$ cat src/rtl/booth_pkg.sv
// Shared types for the sequential radix-4 Booth multiplier: FSM states, digit codes
// and the 3-bit window recoder.
package booth_pkg;

  typedef logic [1:0] state_t;

  localparam state_t IDLE = 2'd0;
  localparam state_t RUN  = 2'd1;
  localparam state_t DONE = 2'd2;

  typedef enum logic [2:0] {
    BD_ZERO,
    BD_POS1,
    BD_POS2,
    BD_NEG1,
    BD_NEG2
  } digit_t;

  function automatic digit_t booth_recode(input logic [2:0] win);
    digit_t d;
    case (win)
      3'b001, 3'b010: d = BD_POS1;
      3'b011:         d = BD_POS2;
      3'b100:         d = BD_NEG2;
      3'b101, 3'b110: d = BD_NEG1;
      default:        d = BD_ZERO;
    endcase
    return d;
  endfunction

endpackage

$ cat src/rtl/booth_pp_sel.sv
// Partial-product selector: turns a Booth digit into an adder operand plus carry-in.
// Negative digits are inverted here; the +1 rides on the accumulator adder's carry-in.
module booth_pp_sel
  import booth_pkg::*;
#(
  parameter int unsigned W = 8
) (
  input  digit_t         digit,
  input  logic [W+1:0]   mcand,
  output logic [W+1:0]   operand,
  output logic           cin
);

  logic [W+1:0] mcand_x2;

  assign mcand_x2 = {mcand[W:0], 1'b0};

  always_comb begin
    operand = '0;
    cin     = 1'b0;
    unique case (digit)
      BD_POS1: operand = mcand;
      BD_POS2: operand = mcand_x2;
      BD_NEG1: begin
        operand = ~mcand;
        cin     = 1'b1;
      end
      BD_NEG2: begin
        operand = ~mcand_x2;
        cin     = 1'b1;
      end
      default: operand = '0;
    endcase
  end

endmodule

$ cat src/rtl/booth_seq_mul.sv
// Sequential radix-4 Booth multiplier: one digit per RUN cycle through a shared recoder
// and adder, with a start/busy/done handshake and a held product register.
module booth_seq_mul
  import booth_pkg::*;
#(
  parameter int unsigned W = 8
) (
  input  logic             clk,
  input  logic             rst_n,
  input  logic             start,
  input  logic [W-1:0]     a,
  input  logic [W-1:0]     b,
  output logic             busy,
  output logic             done,
  output logic [2*W-1:0]   p
);

  localparam int unsigned Steps = W / 2;
  localparam int unsigned CW    = (Steps > 1) ? $clog2(Steps) : 1;
  localparam int unsigned AW    = 2 * W + 2;
  localparam logic [CW-1:0] LastStep = CW'(Steps - 1);

  if (((W % 2) != 0) || (W < 4)) begin : g_bad_width
    $error("booth_seq_mul: W must be even and at least 4");
  end

  state_t          state_q;
  logic [W+1:0]    mcand_q;
  logic [W:0]      mplier_q;
  logic [AW-1:0]   acc_q;
  logic [CW-1:0]   cnt_q;
  logic [2*W-1:0]  p_q;

  digit_t          digit;
  logic [W+1:0]    operand;
  logic            cin;
  logic [CW:0]     shamt;
  logic [AW-1:0]   addend;
  logic [AW-1:0]   cin_vec;
  logic [AW-1:0]   acc_sum;

  assign digit = booth_recode(mplier_q[2:0]);

  booth_pp_sel #(
    .W (W)
  ) u_pp_sel (
    .digit   (digit),
    .mcand   (mcand_q),
    .operand (operand),
    .cin     (cin)
  );

  // Weight 4^i: shift the sign-extended operand and its carry-in by 2*i.
  always_comb begin
    shamt   = {cnt_q, 1'b0};
    addend  = {{W{operand[W+1]}}, operand} << shamt;
    cin_vec = AW'(cin) << shamt;
    acc_sum = acc_q + addend + cin_vec;
  end

  always_ff @(posedge clk or negedge rst_n) begin
    if (!rst_n) begin
      state_q  <= IDLE;
      mcand_q  <= '0;
      mplier_q <= '0;
      acc_q    <= '0;
      cnt_q    <= '0;
      p_q      <= '0;
    end else begin
      case (state_q)
        IDLE, DONE: begin
          if (start) begin
            state_q  <= RUN;
            mcand_q  <= {{2{a[W-1]}}, a};
            mplier_q <= {b, 1'b0};
            acc_q    <= '0;
            cnt_q    <= '0;
          end else begin
            state_q <= IDLE;
          end
        end
        RUN: begin
          acc_q    <= acc_sum;
          mplier_q <= {2'b00, mplier_q[W:2]};
          if (cnt_q == LastStep) begin
            state_q <= DONE;
            p_q     <= acc_sum[2*W-1:0];
          end else begin
            cnt_q <= cnt_q + CW'(1);
          end
        end
        default: state_q <= IDLE;
      endcase
    end
  end

  assign busy = (state_q == RUN);
  assign done = (state_q == DONE);
  assign p    = p_q;

endmodule
$ cat config.mk
export PLATFORM = sky130hd
export DESIGN_NAME = booth_seq_mul
export DESIGN_NICKNAME = d
export VERILOG_FILES = /design/src/rtl/booth_pkg.sv /design/src/rtl/booth_pp_sel.sv /design/src/rtl/booth_seq_mul.sv
export SDC_FILE = /design/constraint.sdc
export NUM_CORES = 1
export LEC_CHECK = 0
export BUFFER_PORTS_ARGS = -buffer_cell sky130_fd_sc_hd__buf_2
export CAP_MARGIN = 20
export CORE_UTILIZATION = 67
export CTS_BUF_LIST = sky130_fd_sc_hd__clkbuf_8
export DETAILED_ROUTE_END_ITERATION = 10
export GPL_TIMING_DRIVEN = 0
export HOLD_SLACK_MARGIN = 0.08
export PLACE_DENSITY = 0.89
export SLEW_MARGIN = 15
export SYNTH_ARGS = -nofsm -noshare
export SYNTH_HDL_FRONTEND = slang
export SYNTH_HIERARCHICAL = 1
export SYNTH_SLANG_ARGS = --single-unit
$ cat constraint.sdc
create_clock -name clk -period 9.7 [get_ports clk]
set_input_delay 0 -clock clk [delete_from_list [all_inputs] [get_ports clk]]
set_output_delay 0 -clock clk [all_outputs]
set_load 0.05 [all_outputs]
==> results.json, run 1 <==
{
  "run_status": "complete, no violations",
  "drt-vias-per-instance": 6.38,
  "yosys_most_used_dff": "sky130_fd_sc_hd__dfrtp_1",
  "synth_simple_gate_area_share_pct": 20.8,
  "rsz0062_at_grt": "false",
  "final.period_utilization_pct": 46.9,
  "hold_violations_final": 0,
  "boundaryPins": 37,
  "initial_antenna_violation_count": 0,
  "multi_input_comb_area_sq_mm": 0.00227,
  "min-delay-path-class": "in -> async",
  "min_period_ns": 4.55,
  "root_buffer": "sky130_fd_sc_hd__clkbuf_8",
  "detail_route.wirelength_um": 9590,
  "synthesis.yosys.warnings": 6,
  "globalRoute.totalOverflow": 0,
  "setup_viol_count_final": 0,
  "grt_pass1_vias": 3400,
  "worstSetupEndpointType": "flop",
  "post-cts-setup-buffers": 0,
  "worst_skew_pair.late_latency_ns": 0.31,
  "setup_tns_ns": 0,
  "max_clock_freq_ghz": 0.220,
  "nFillCells": 372,
  "detailed_place.area_sq_mm": 0.00409,
  "synth.largest_area_cell": "sky130_fd_sc_hd__dfrtp_1",
  "synth_seq_area_share_pct": 34.9,
  "netlist_area_sq_mm": 0.00380,
  "largest_net_degree_at_the_start_of_global_routing": 31,
  "io_buffer_count": 36,
  "timing.max_slew.rel_slack_pct": 41.5,
  "floorplan.initialDensity_pct": 69.4,
  "fp.dieArea_sq_mm": 0.00597,
  "vias": 3530,
  "compound_cell_area_share_of_the_yosys_netlist_pct": 19.9,
  "hpwlAfterDp_um": 6600,
  "synth-edff-count": 0,
  "cts.sink_count": 53,
  "place_ws_ns": 5.25,
  "track_usage_pct": 33.7,
  "worst-slew-pin-transition_ns": 0.874,
  "final_nets": 530,
  "adder_cell_fraction_of_synth_area_pct": 11.2,
  "mappedNetlistNets": 469,
  "arrival_ns": 4.75,
  "drt_first_pass_iters": 6,
  "cts_hold_repair.buffers": 17,
  "grt_pass1_wl_um": 15800,
  "drt_first_iter_violations": 238,
  "area_delta_synth_final_pct": 14.4,
  "cp.required_ns": 9.90,
  "drc_errors": 0,
  "synth.distinct_cells": 56,
  "kind_of_launch_point_of_the_worst_setup_path": "flop",
  "final_critical_path_setup_slack_ns": 5.15,
  "maxSlewViolCount": 0,
  "synthXorXnorAreaFrac_pct": 4.84,
  "drive_gt1_share_pct": 15.4,
  "die_w_um": 77.3,
  "synth.top_cells.by_area": "sky130_fd_sc_hd__dfrtp_1 (35%), sky130_fd_sc_hd__ha_1 (8.6%), sky130_fd_sc_hd__nand2_1 (7.0%), sky130_fd_sc_hd__o21ai_0 (3.8%), sky130_fd_sc_hd__xnor2_1 (3.5%)",
  "final_cell_area_sq_mm": 0.00434,
  "postSynthRegisterBits": 53,
  "route.antenna.remaining_nets": 0,
  "die_extent_in_y_um": 77.3,
  "post-synth-top-area-fraction_pct": 34.9,
  "post_cts_resize_count": 0,
  "async_s_r_ff_share_synth_pct": 100,
  "clock_path_buffers": 2,
  "antenna_cells": 0,
  "routedWlPerCell_um": 17.3,
  "syn_inst": 419,
  "cts_tree": "built",
  "gp_congestion": 0.937,
  "synth_area_per_cell_sq_um": 9.06,
  "fp.coreArea_sq_mm": 0.00547,
  "clock_tree.htree_level_count": 2,
  "timing.max_cap.violations": 0,
  "criticalPathCategory": "reg -> reg",
  "main_combinational_cell_family_by_area_after_synthesis": "simple AND/OR/NAND/NOR gates",
  "worst_clock_skew_ns": 0.0130,
  "largest_driver_fanout_on_the_critical_path": 10,
  "row_count": 27,
  "clk_pin_slew_ns": 0.10,
  "multiplexer_share_of_the_synthesized_area_pct": 3.03,
  "cts_made_buffers": 5,
  "register_area_sq_mm": 0.00133
}
[state kept, by name, summed over array words and instances (netlist names)]
signal	cells
state_q	2
acc_q	16
p	16
mplier_q	9
cnt_q	2
mcand_q	8
[worst paths after layout]
path / startpoint / endpoint / slack, ns / cells past startpoint
min reg2reg: p[0] / p[0] / 0.48 / 2
max reg2reg: mplier_q[2] / acc_q[11] / 5.15 / 15
max: mplier_q[2] / acc_q[11] / 5.15 / 15
min: rst_n / mcand_q[2] / 0.22 / 2
max in group asynchronous: rst_n / state_q[1] / 8.91 / 3
min in group clk: start / state_q[0] / 0.24 / 4
[kinds of logic after synthesis]
| group | after synthesis |
|---|---|
| adders and majority gates | 31 |
| buffers and inverters | 45 |
| and+or+nand+nor | 150 |
| AOI/OAI and AO/OA | 109 |
| xor gates and xnor gates | 21 |
| muxes | 10 |
| DFF | 53 |
[cell type report]
class	count	area share, %
Multi-Input combinational cell	321	52.2
Sequential cell	53	30.5
Timing Repair Buffer	54	8.53
Buffer	26	3.00
Tap cell	72	2.07
Inverter	19	1.64
Clock buffer	5	1.58
Clock inverter	3	0.403
[cell usage after synthesis, drive strengths merged (8+ instances only)]
cell type / instances
xnor2: 15
a21oi: 20
inv: 18
a31o: 8
or4b: 9
nand4bb: 8
o21ai: 32
buf: 10
ha: 26
nand2: 71
o211ai: 11
clkbuf: 16
dfrtp: 53
nor2: 18
[placed cells by master, fill, tap and decap left out, types with 16 or more instances in the layout]
cell type,n
sky130_fd_sc_hd__nand2_1,71
sky130_fd_sc_hd__dfrtp_1,53
sky130_fd_sc_hd__buf_2,41
sky130_fd_sc_hd__o21ai_0,29
sky130_fd_sc_hd__ha_1,26
sky130_fd_sc_hd__a21oi_1,19
sky130_fd_sc_hd__inv_1,18
sky130_fd_sc_hd__nor2_1,18
sky130_fd_sc_hd__dlygate4sd3_1,17
sky130_fd_sc_hd__clkbuf_1,16
[worst max-delay path, cell delays in order, from the launching register on]
cell and delay, ns:
sky130_fd_sc_hd__dfrtp_1 0.45, sky130_fd_sc_hd__xnor2_1 0.15, sky130_fd_sc_hd__a21oi_1 0.31, sky130_fd_sc_hd__buf_6 0.19, sky130_fd_sc_hd__buf_4 0.21, sky130_fd_sc_hd__xnor2_1 0.10
sky130_fd_sc_hd__o21ai_1 0.25, sky130_fd_sc_hd__mux2i_1 0.13, sky130_fd_sc_hd__or2_2 0.31, sky130_fd_sc_hd__fa_1 0.51, sky130_fd_sc_hd__fa_1 0.48, sky130_fd_sc_hd__nor2b_1 0.19
sky130_fd_sc_hd__o2111ai_2 0.21, sky130_fd_sc_hd__a21oi_1 0.44, sky130_fd_sc_hd__o21ai_0 0.22, sky130_fd_sc_hd__a32o_1 0.28
[routing by layer]
| layer | up-vias | GRT usage, % | part of all wire, % |
|---|---|---|---|
| met5 | - | 0 | 0 |
| met4 | 0 | 13.4 | 3.3 |
| met3 | 39 | 5.00 | 5.4 |
| met2 | 148 | 58.7 | 51 |
| met1 | 1723 | 41.8 | 40 |
| li1 | 1620 | - | - |
[metrics by stage]
stage	instances	hold slack (ns)	utilization, %
global placement	527	0.188	74.3
detailed placement	528	0.0283	74.7
finish	553	0.215	79.4
CTS	553	0.199	79.4
floorplan	419	-0.296	-
global route	553	0.260	79.4
Power of run 1 is not shown: default switching activity piles up to over one toggle a cycle in this logic, so the estimate is an artifact.
==> inputs of run 2 (changes only) <==
--- a/config.mk
+++ b/config.mk
@@ -7,12 +7,12 @@
 export LEC_CHECK = 0
 export BUFFER_PORTS_ARGS = -buffer_cell sky130_fd_sc_hd__buf_2
 export CAP_MARGIN = 20
-export CORE_UTILIZATION = 67
+export CORE_UTILIZATION = 62
 export CTS_BUF_LIST = sky130_fd_sc_hd__clkbuf_8
 export DETAILED_ROUTE_END_ITERATION = 10
 export GPL_TIMING_DRIVEN = 0
 export HOLD_SLACK_MARGIN = 0.08
-export PLACE_DENSITY = 0.89
+export PLACE_DENSITY = 0.83
 export SLEW_MARGIN = 15
 export SYNTH_ARGS = -nofsm -noshare
 export SYNTH_HDL_FRONTEND = slang
==> constraint.sdc (replaced) <==
create_clock -name clk -period 4.4 [get_ports clk]
set_input_delay 0 -clock clk [delete_from_list [all_inputs] [get_ports clk]]
set_output_delay 0 -clock clk [all_outputs]
set_load 0.05 [all_outputs]
==> results.json, run 2 (synthesis results as in run 1) <==
{
  "floorplan.initialDensity_pct": 64.1,
  "cts_tree": "built",
  "maxSlewViolCount": 0,
  "root_buffer": "sky130_fd_sc_hd__clkbuf_8",
  "setup_viol_count_final": 0,
  "min-delay-path-class": "in -> async",
  "die_w_um": 80.3,
  "drt-vias-per-instance": 6.19,
  "cts_made_buffers": 5,
  "clock_path_buffers": 2,
  "criticalPathCategory": "reg -> reg",
  "drt-met1-wl_um": 4200,
  "routed-wl-met3_um": 504,
  "initial_antenna_violation_count": 0,
  "worstSetupEndpointType": "flop",
  "timing.max_cap.violations": 0,
  "largest_net_degree_at_the_start_of_global_routing": 35,
  "kind_of_launch_point_of_the_worst_setup_path": "flop",
  "dp_cells": 531,
  "clk_pin_slew_ns": 0.10,
  "rrSetupSlack_ns": 0.07,
  "hpwlAfterDp_um": 6650,
  "arrival_ns": 4.52,
  "clock_tree.htree_level_count": 2,
  "cp_slowest_cell": "sky130_fd_sc_hd__fa_1",
  "path_buf_inv": 2,
  "drt_first_iter_violations": 289,
  "row_count": 28,
  "timing.max_slew.rel_slack_pct": 45.1,
  "globalRoute.totalOverflow": 0,
  "io_buffer_count": 36,
  "most-common-layout-cells": "sky130_fd_sc_hd__nand2_1 (71), sky130_fd_sc_hd__dfrtp_1 (50), sky130_fd_sc_hd__buf_2 (40)",
  "worst-slew-pin-transition_ns": 0.821,
  "drive_gt1_share_pct": 18.6,
  "timing.rr.end": "acc_q[12]",
  "worst_skew_pair.late_latency_ns": 0.32,
  "drt_first_pass_iters": 5,
  "run_status": "complete, no violations",
  "rr_startpoint": "mplier_q[0]",
  "boundaryPins": 37,
  "antenna_cells": 0,
  "reg2regPathDepth": 15,
  "grt_pass1_wl_um": 15600,
  "area_delta_synth_final_pct": 17.3,
  "final.period_utilization_pct": 98.3,
  "largest_driver_fanout_on_the_critical_path": 10,
  "hold_violations_final": 0,
  "met2_wirelength_um": 4790,
  "min_period_ns": 4.33,
  "max_clock_freq_ghz": 0.231,
  "cp_top_family": "simple AND/OR/NAND/NOR gates",
  "critical_path.max_stage_delay_ns": 0.56,
  "drc_errors": 0,
  "crit_chain": "xnor2_2 -> a21oi_2 -> buf_6 -> or4b_1 -> o211ai_2 -> mux2i_1 -> or2_2 -> fa_1 -> inv_1 -> ha_1 -> a211oi_2 -> o21ai_2 -> and3_1 -> or3_1 -> a32o_1",
  "route.antenna.remaining_nets": 0,
  "routedWlPerCell_um": 17.4,
  "setup_tns_ns": 0,
  "finalNonFillerCells": 559,
  "vias": 3458,
  "detail_route.wirelength_um": 9710,
  "layout_commonest_cell": "sky130_fd_sc_hd__nand2_1",
  "worst_clock_skew_ns": 0.00990,
  "gp_congestion": 0.932,
  "cts.sink_count": 53,
  "cp.required_ns": 4.60,
  "fp.dieArea_sq_mm": 0.00644,
  "highest-signal-layer": "met4",
  "track_usage_pct": 31.8,
  "grt_pass1_vias": 3269,
  "die_extent_in_y_um": 80.3,
  "final_nets": 533,
  "fp.coreArea_sq_mm": 0.00592
}
==> run 2: how the worst max path moves through the flow <==
| stage | depth (start not counted) | endpoint | start | slack [ns] |
|---|---|---|---|---|
| 2_1_floorplan | 15 | acc_q[12] | mplier_q[0] | 0.45 |
| 3_3_place_gp | 15 | acc_q[11] | mplier_q[0] | 0.09 |
| 3_5_place_dp | 16 | acc_q[12] | mplier_q[0] | -0.05 |
| 4_1_cts | 14 | acc_q[12] | mplier_q[1] | 0.03 |
| 5_1_grt | 15 | acc_q[12] | mplier_q[0] | -0.02 |
| 6_report | 15 | acc_q[12] | mplier_q[0] | 0.07 |
==> run 2: layout make-up <==
| type | instances | area, sq um |
|---|---|---|
| buffer | 26 | 138 |
| sequential | 53 | 1330 |
| tap | 75 | 93.8 |
| multi-input combinational | 321 | 2310 |
| clock inverter | 2 | 37.5 |
| timing repair buffer | 57 | 393 |
| clock buffer | 6 | 82.6 |
| inverter | 19 | 71.3 |
| fill | 422 | 1470 |
==> run 2: what timing repair did <==
action | CTS | global route
gates resized for setup | 3 | 13
hold endpoints to repair | 69 | 0
setup buffers | 0 | 3
hold buffers | 17 | 0
pin swaps | 0 | 5
endpoints found under the setup margin | 4 | 14
==> run 2: layer usage <==
metal,GRT usage (%),up-vias
met5,0,-
met4,10.9,0
met3,6.02,24
met2,52.9,116
met1,41.4,1696
li1,-,1622
==> run 2: per-stage QoR <==
stage	instance area [sq um]	setup WS, ns	utilization [%]	hold WS, ns
6_report	4460	0.0736	75.3	0.162
5_1_grt	4460	-0.0172	75.3	0.227
4_1_cts	4390	0.0330	74.2	0.179
3_5_place_dp	4090	-0.0517	69.1	-0.0197
3_3_place_gp	4070	0.0921	68.8	0.188
2_1_floorplan	3800	0.449	-	-0.296
==> run 2: worst reg2reg max path: cells and delay by family, from the launching register on <==
family	cells	cell delay, ns
adder cells (fa/ha/maj)	2	0.89
flip-flops	1	0.47
AND/OR/NAND/NOR	4	1.38
multiplexers	1	0.10
buffers and inverters	2	0.22
XOR/XNOR	1	0.19
AO/OA/AOI/OAI	5	0.99
Power of run 2 is left out for the same reason.
==> inputs of run 3 (changes only) <==
--- a/config.mk
+++ b/config.mk
@@ -13,6 +13,7 @@
 export GPL_TIMING_DRIVEN = 0
 export HOLD_SLACK_MARGIN = 0.08
 export PLACE_DENSITY = 0.83
+export REMOVE_ABC_BUFFERS = 1
 export SLEW_MARGIN = 15
 export SYNTH_ARGS = -nofsm -noshare
 export SYNTH_HDL_FRONTEND = slang
==> results.json, run 3 (synthesis results as in run 1) <==
{
  "die_w_um": 80.3,
  "fp.coreArea_sq_mm": 0.00592,
  "clock_path_buffers": 2,
  "fp.dieArea_sq_mm": 0.00644,
  "antenna_cells": 0,
  "min_period_ns": 4.36,
  "dp_cells": 506,
  "finish.utilization_pct": 76.3,
  "drt-vias-per-instance": 6.35,
  "globalRoute.totalOverflow": 0,
  "drive_gt1_share_pct": 20.6,
  "root_buffer": "sky130_fd_sc_hd__clkbuf_8",
  "boundaryPins": 37,
  "cts_tree": "built",
  "grt_pass1_vias": 3105,
  "largest_driver_fanout_on_the_critical_path": 21,
  "vias": 3468,
  "reg2regPathDepth": 16,
  "cts.sink_count": 53,
  "worst_hold_path.num_cells": 4,
  "clk_pin_slew_ns": 0.10,
  "floorplan.initialDensity_pct": 64.1,
  "routedWlPerCell_um": 18.2,
  "worst_clock_skew_ns": 0.0113,
  "drt_first_iter_violations": 426,
  "setup_tns_ns": 0,
  "hpwlAfterDp_um": 5700,
  "hold_violations_final": 0,
  "final.period_utilization_pct": 99.1,
  "cts_made_buffers": 5,
  "detail_route.wirelength_um": 9940,
  "worst_skew_pair.late_latency_ns": 0.32,
  "area_delta_synth_final_pct": 18.9,
  "die_extent_in_y_um": 80.3,
  "min-delay-path-class": "in -> reg",
  "max_clock_freq_ghz": 0.229,
  "setup_viol_count_final": 0,
  "grt_pass1_wl_um": 14300,
  "drc_errors": 0,
  "run_status": "complete, no violations",
  "layout_commonest_cell": "sky130_fd_sc_hd__nand2_1",
  "criticalPathCategory": "reg -> reg",
  "maxSlewViolCount": 0,
  "finalNonFillerCells": 546,
  "arrival_ns": 4.57,
  "io_buffer_count": 36,
  "kind_of_launch_point_of_the_worst_setup_path": "flop",
  "drt_first_pass_iters": 6,
  "row_count": 28,
  "most-common-layout-cells": "sky130_fd_sc_hd__nand2_1 (71), sky130_fd_sc_hd__dfrtp_1 (50), sky130_fd_sc_hd__buf_2 (36)",
  "clock_tree.htree_level_count": 2,
  "initial_antenna_violation_count": 0,
  "largest_net_degree_at_the_start_of_global_routing": 32,
  "gp_congestion": 0.837,
  "timing.max_slew.rel_slack_pct": 30.1,
  "final_nets": 520,
  "track_usage_pct": 28.7,
  "worstSetupEndpointType": "flop",
  "cp.required_ns": 4.61,
  "timing.max_cap.violations": 0,
  "route.antenna.remaining_nets": 0,
  "worst-slew-pin-transition_ns": 1.05
}
[run 3: changes by cell type in the layout (fill, tap and decap cells not counted), moves of 2 or more]
cell | before | now
sky130_fd_sc_hd__a21oi_2 | 3 | 1
sky130_fd_sc_hd__a21oi_4 | 0 | 3
sky130_fd_sc_hd__buf_2 | 40 | 36
sky130_fd_sc_hd__buf_4 | 3 | 13
sky130_fd_sc_hd__buf_6 | 4 | 0
sky130_fd_sc_hd__clkbuf_1 | 15 | 0
[run 3: per-layer routing]
| metal | global-route usage [%] | part of all wire, % |
|---|---|---|
| met1 | 37.1 | 40 |
| met2 | 48.5 | 50 |
| met3 | 4.43 | 5.9 |
| met4 | 10.0 | 3.6 |
| met5 | 0 | 0 |
[run 3: layout make-up]
type,count,area (sq um)
Clock inverter,3,42.5
Multi-Input combinational cell,323,2430
Inverter,19,71.3
Clock buffer,5,68.8
Timing Repair Buffer,68,483
Fill cell,397,1410
Tap cell,75,93.8
Sequential cell,53,1330
[run 3: worst paths after layout]
kind / startpoint / to / slack (ns)
max reg2reg: mplier_q[0] / acc_q[12] / 0.04
max: mplier_q[0] / acc_q[12] / 0.04
min in group asynchronous: rst_n / p[6] / 0.19
max in group asynchronous: rst_n / mplier_q[0] / 3.63
min reg2reg: p[2] / p[2] / 0.48
min: start / mplier_q[6] / 0.13
[run 3: metrics by stage]
stage	hold WS, ns	setup slack [ns]	area, sq um
final	0.129	0.0390	4520
after global routing	0.169	-0.0645	4520
after CTS	0.215	0.00832	4350
after detailed placement	0.0234	-0.484	3980
after global placement	0.188	-0.917	3940
after floorplan	-0.296	-0.405	3670
[run 3: worst max-delay path, stage by stage, from the launching register on]
cell	delay (ns)
sky130_fd_sc_hd__dfrtp_2	0.50
sky130_fd_sc_hd__a21oi_2	0.28
sky130_fd_sc_hd__a21oi_4	0.10
sky130_fd_sc_hd__buf_8	0.18
sky130_fd_sc_hd__or4b_1	0.50
sky130_fd_sc_hd__o211ai_1	0.12
sky130_fd_sc_hd__mux2i_1	0.13
sky130_fd_sc_hd__nand2_1	0.10
sky130_fd_sc_hd__o21ai_0	0.13
sky130_fd_sc_hd__fa_1	0.54
sky130_fd_sc_hd__inv_1	0.04
sky130_fd_sc_hd__ha_1	0.39
sky130_fd_sc_hd__o21a_1	0.19
sky130_fd_sc_hd__and3_2	0.22
sky130_fd_sc_hd__and3_1	0.19
sky130_fd_sc_hd__or3_1	0.34
sky130_fd_sc_hd__a32o_1	0.27
[run 3: timing repair]
item                                    in CTS  in global routing
gates resized for setup                     11                 11
gates cloned                                 1                  1
hold buffers                                17                  0
endpoints found under the setup margin      20                 20
setup buffers                                2                 10
hold endpoints to repair                    38                  0
pin swaps                                    2                  9
Power of run 3 is left out for the same reason.
